**src/rtl/ctrl_datapath.sv**
```systemverilog
// Control-word driven datapath: four registers fed by a source mux and an ALU,
// with registered status flags and a load counter. R3 is presented as dout.
module ctrl_datapath #(
  parameter int unsigned WIDTH = 8
) (
  input  logic             clk,
  input  logic             rst,
  input  logic             clr,
  input  logic [1:0]       sel,
  input  logic [2:0]       w,
  input  logic [2:0]       s,
  input  logic [3:0]       ce,
  input  logic [WIDTH-1:0] din,
  output logic [WIDTH-1:0] dout,
  output logic             zf,
  output logic             cf,
  output logic             nf,
  output logic [7:0]       wr_cnt
);

  logic [WIDTH-1:0] r_q [4];
  logic [WIDTH-1:0] r_d [4];
  logic             zf_q, zf_d, cf_q, cf_d, nf_q, nf_d;
  logic [7:0]       cnt_q, cnt_d;

  logic [WIDTH-1:0] op_a, op_b;
  logic [WIDTH:0]   sum, diff, shl, shr;
  logic [WIDTH-1:0] alu_res;
  logic             alu_cf;
  logic [WIDTH-1:0] src;

  assign op_a = r_q[0];
  assign op_b = r_q[1];
  assign sum  = {1'b0, op_a} + {1'b0, op_b};
  assign diff = {1'b0, op_a} - {1'b0, op_b};
  // One guard bit on each side captures the last bit shifted out; w=0 leaves it 0.
  assign shl  = {1'b0, op_a} << w;
  assign shr  = {op_a, 1'b0} >> w;

  always_comb begin
    alu_res = '0;
    alu_cf  = 1'b0;
    unique case (s)
      3'd0: alu_res = op_a;
      3'd1: {alu_cf, alu_res} = sum;
      3'd2: {alu_cf, alu_res} = diff;
      3'd3: alu_res = op_a & op_b;
      3'd4: alu_res = op_a | op_b;
      3'd5: alu_res = op_a ^ op_b;
      3'd6: {alu_cf, alu_res} = shl;
      3'd7: {alu_res, alu_cf} = shr;
    endcase
  end

  always_comb begin
    src = din;
    unique case (sel)
      2'd0: src = din;
      2'd1: src = alu_res;
      2'd2: src = {{(WIDTH-3){1'b0}}, w};
      2'd3: src = r_q[w[1:0]];
    endcase
  end

  always_comb begin
    r_d   = r_q;
    zf_d  = zf_q;
    cf_d  = cf_q;
    nf_d  = nf_q;
    cnt_d = cnt_q;
    if (clr) begin
      for (int i = 0; i < 4; i++) r_d[i] = '0;
      zf_d  = 1'b1;
      cf_d  = 1'b0;
      nf_d  = 1'b0;
      cnt_d = '0;
    end else if (|ce) begin
      for (int i = 0; i < 4; i++) begin
        if (ce[i]) r_d[i] = src;
      end
      if (sel == 2'd1) begin
        zf_d = (alu_res == '0);
        cf_d = alu_cf;
        nf_d = alu_res[WIDTH-1];
      end
      cnt_d = cnt_q + 8'd1;
    end
  end

  always_ff @(posedge clk) begin
    if (!rst) begin
      for (int i = 0; i < 4; i++) r_q[i] <= '0;
      zf_q  <= 1'b1;
      cf_q  <= 1'b0;
      nf_q  <= 1'b0;
      cnt_q <= '0;
    end else begin
      for (int i = 0; i < 4; i++) r_q[i] <= r_d[i];
      zf_q  <= zf_d;
      cf_q  <= cf_d;
      nf_q  <= nf_d;
      cnt_q <= cnt_d;
    end
  end

  assign dout   = r_q[3];
  assign zf     = zf_q;
  assign cf     = cf_q;
  assign nf     = nf_q;
  assign wr_cnt = cnt_q;

endmodule

```
**config.mk**
```make
export PLATFORM = sky130hd
export DESIGN_NAME = ctrl_datapath
export DESIGN_NICKNAME = d
export VERILOG_FILES = /design/src/rtl/ctrl_datapath.sv
export SDC_FILE = /design/constraint.sdc
export NUM_CORES = 1
export LEC_CHECK = 0
export CORE_MARGIN = 8
export CORE_UTILIZATION = 54
export CTS_BUF_LIST = sky130_fd_sc_hd__clkbuf_4
export CTS_CLUSTER_SIZE = 16
export DETAILED_ROUTE_END_ITERATION = 8
export PLACE_DENSITY = 0.78
export SLEW_MARGIN = 20
export SYNTH_ARGS = -nofsm -noshare
export SYNTH_HDL_FRONTEND = slang
export SYNTH_SLANG_ARGS = --single-unit
```
**constraint.sdc**
```tcl
create_clock -name clk -period 2.55 [get_ports clk]
set_clock_uncertainty 0.1 [all_clocks]
set_input_delay 0.51 -clock clk [delete_from_list [all_inputs] [get_ports clk]]
set_output_delay 0.51 -clock clk [all_outputs]
set_load 0.01 [all_outputs]
```
==> impl_results.md <==
- Run status: complete, but fails checks
- Failing checks: setup timing
- Post-layout instance area: 0.00568 mm2
- Worst Max-Slew Pin Slew: 0.456 ns
- Slew headroom: 69.3%
- Core Footprint: 0.00757 mm2
- Area share of the largest cell type after synthesis: 20.8%
- GRT Total Usage: 24.2%
- Vias: 4525
- Floorplan die width: 104 um
- Count of H-tree levels built during CTS: 2
- Clock sinks: 43
- Max Fanout on Critical Path: 7
- Number of ports placed on the die boundary: 42
- Count of input and output buffers: 41
- Final setup viols: 4
- Area taken by multi-input logic gates: 0.00304 mm2
- CP Launch Type: primary input
- WL/cell: 18.9 um
- Number of optimization iterations in the first detailed-route pass: 6
- EDFF count, synth: 0
- Post-route ant nets: 0
- CP arrival: 2.70 ns
- Unrepaired setup endpoints after global routing: true
- Die Span Y: 104 um
- Share of synthesized area occupied by flip-flops and latches: 20.8%
- N_diodes: 0
- Final worst-path cycle share: 101%
- Layout cell share with drive strength beyond 1: 31.7%
- Max Slew Vio Count: 0
- Critical path class: in -> reg
- Top library cells by usage in the layout, fill and taps aside: sky130_fd_sc_hd__buf_4 (113), sky130_fd_sc_hd__nor2_1 (55), sky130_fd_sc_hd__a21oi_1 (42), sky130_fd_sc_hd__clkdlybuf4s50_1 (35), sky130_fd_sc_hd__dfxtp_1 (32)
- Peak clock frequency supported by timing: 0.389 GHz
- Number of endpoints with negative hold slack in the final report: 0
- Detailed-route vias per instance: 6.20
- Worst-skew pair later-pin latency: 0.34 ns
- Clk Tree Root Cell: sky130_fd_sc_hd__clkbuf_4
- Post-Syn Area: 0.00414 mm2
- Post-layout instance count excluding filler cells: 730
- Primary FF master, synth: sky130_fd_sc_hd__dfxtp_1
- Syn_nets: 557
- Register clock-pin slew on the reported worst setup and hold paths: 0.13 ns
- Maximum clock insertion buffer count: 2
- Data required time of the worst path: 2.68 ns
- Worst min path class: reg -> reg
- Post-synthesis area per instance: 8.17 um2
- Endpoint kind of the worst setup timing path: register
- Final TNS setup: -0.0474 ns
- Pin count of the biggest net entering global routing: 29
- Worst IR Drop VDD: 0.268 mV
- Number of standard cells after synthesis: 507
- Number of inserted filler cells in the final layout: 570
- Leading post-synthesis cells by cell area: sky130_fd_sc_hd__dfxtp_1 (21%), sky130_fd_sc_hd__mux4_2 (7.6%), sky130_fd_sc_hd__ha_1 (7.6%)
- Remaining design rule violation count: 0
- Antenna violations before repair: 0
- Total clock buffers created by CTS: 5
- Site row count: 32
- Global-route wire length before repair: 22000 um
- Gp weighted congestion: 0.936
- Total power per unit cell area: 309 mW/mm2
- P_leak: 2.34 nW
- Sequential cell area: 877 um2
- TritonCTS clock tree: built
- Via count of the first global-routing pass: 4413
- Synth Warn #: 0
- Library cell occupying the most area in the post-synthesis netlist: sky130_fd_sc_hd__dfxtp_1
- Post-layout min period: 2.57 ns
- Setup WS pre-CTS: -0.731 ns
- Number of nets at the end of the flow: 678
- Distinct cells, synth: 65
- Async set-reset flop share out of synthesis: 0%
- Overall overflow remaining after global route: 0
- Synthesis-to-finish area growth: 37.2%
- PnR worst setup slack: -0.0201 ns
- Total of max-cap violations: 0
- Instance area at placement: 0.00527 mm2
- Number of cells after detailed placement: 705
- Number of DRC markers in iteration 0: 432
- Sum of routed wire length over all layers: 13800 um
- Effective utilization at floorplan: 54.7%
- Half-perimeter wire length of the detailed placement result: 10600 um
- Overall die area: 0.0107 mm2
- Commonest non-fill, non-tap cell in the layout: sky130_fd_sc_hd__buf_4
- Final design utilization: 75.0%
- Post-synthesis register bit count: 43
metal layers:
| layer | share of wire [%] | GRT usage, % |
|---|---|---|
| met3 | 6.6 | 2.91 |
| met5 | 0 | 0 |
| met4 | 2.5 | 9.97 |
| met1 | 42 | 30.7 |
| met2 | 49 | 40.6 |
cells in the mapped netlist (8+ instances only):
master,instances
sky130_fd_sc_hd__nor2b_1,8
sky130_fd_sc_hd__buf_2,10
sky130_fd_sc_hd__mux4_2,14
sky130_fd_sc_hd__o21ai_0,28
sky130_fd_sc_hd__o211ai_1,10
sky130_fd_sc_hd__nand3_1,18
sky130_fd_sc_hd__nand2_1,11
sky130_fd_sc_hd__nand2b_1,19
sky130_fd_sc_hd__nor2_1,56
sky130_fd_sc_hd__inv_1,29
sky130_fd_sc_hd__clkbuf_1,28
sky130_fd_sc_hd__a21oi_1,44
sky130_fd_sc_hd__buf_4,8
sky130_fd_sc_hd__a31oi_1,8
sky130_fd_sc_hd__dfxtp_1,43
sky130_fd_sc_hd__mux2i_1,21
sky130_fd_sc_hd__nand4_1,8
sky130_fd_sc_hd__ha_1,25
report_power, final:
part	switching, mW	total [mW]	internal (mW)
clock network	0.223	0.424	0.201
logic	0.307	0.623	0.316
registers	0.0161	0.707	0.691
cell families (layout without fill, tap and decap cells):
logic type                 count (synthesis)  after routing  share of synthesized area (%)
and+or+nand+nor                          155            155                           19.6
AOI/OAI and AO/OA                        149            149                           23.6
buffers and inverters                     82            203                           8.64
muxes                                     43             43                           17.1
DFF                                       43             43                           20.8
adders and majority gates                 27             27                           8.52
xor gates and xnor gates                   8              8                           1.69
through the flow:
stage                     total power [mW]  hold slack (ns)
after floorplan                       1.03            0.342
after CTS                             1.73            0.372
after detailed placement              1.28            0.353
after global routing                  1.84            0.402
final                                 1.75            0.371
after global placement                1.27            0.347
registers in the layout (all words and copies together) (netlist names):
name and cells:
cf 1, op_a 8, dout 8, zf 1, r_q 8, op_b 8, nf 1, wr_cnt 8
critical path: stages:
cell                        delay, ns
sky130_fd_sc_hd__clkbuf_2        0.11
sky130_fd_sc_hd__buf_12          0.12
sky130_fd_sc_hd__buf_4           0.12
sky130_fd_sc_hd__mux4_2          0.51
sky130_fd_sc_hd__a22o_1          0.21
sky130_fd_sc_hd__a2111oi_2       0.33
sky130_fd_sc_hd__a31oi_1         0.20
sky130_fd_sc_hd__mux2_4          0.33
sky130_fd_sc_hd__o211ai_1        0.18
sky130_fd_sc_hd__a21oi_1         0.08
what timing repair did:
item                       in CTS  in global routing
resized for setup              25                 44
buffers inserted                7                 10
setup endpoints to repair      34                 32
gates cloned                    1                  0
pin swaps                      11                 20
hold buffers                    0                  0
cell type report:
type                       instances  share of cell area (%)
multi-input combinational        382                    53.5
timing repair buffer             167                    25.6
sequential                        43                    15.4
tap                              102                    2.25
inverter                          29                    1.92
clock buffer                       5                   0.661
clock inverter                     2                   0.661
worst paths after layout:
check	depth (start not counted)	slack, ns	endpoint	startpoint
max	10	-0.02	dout[3]	w[0]
min	2	0.37	nf	nf
max reg2reg	8	-0.01	dout[3]	op_a[0]
min reg2reg	2	0.37	nf	nf
(Power assumes the default switching activity.)
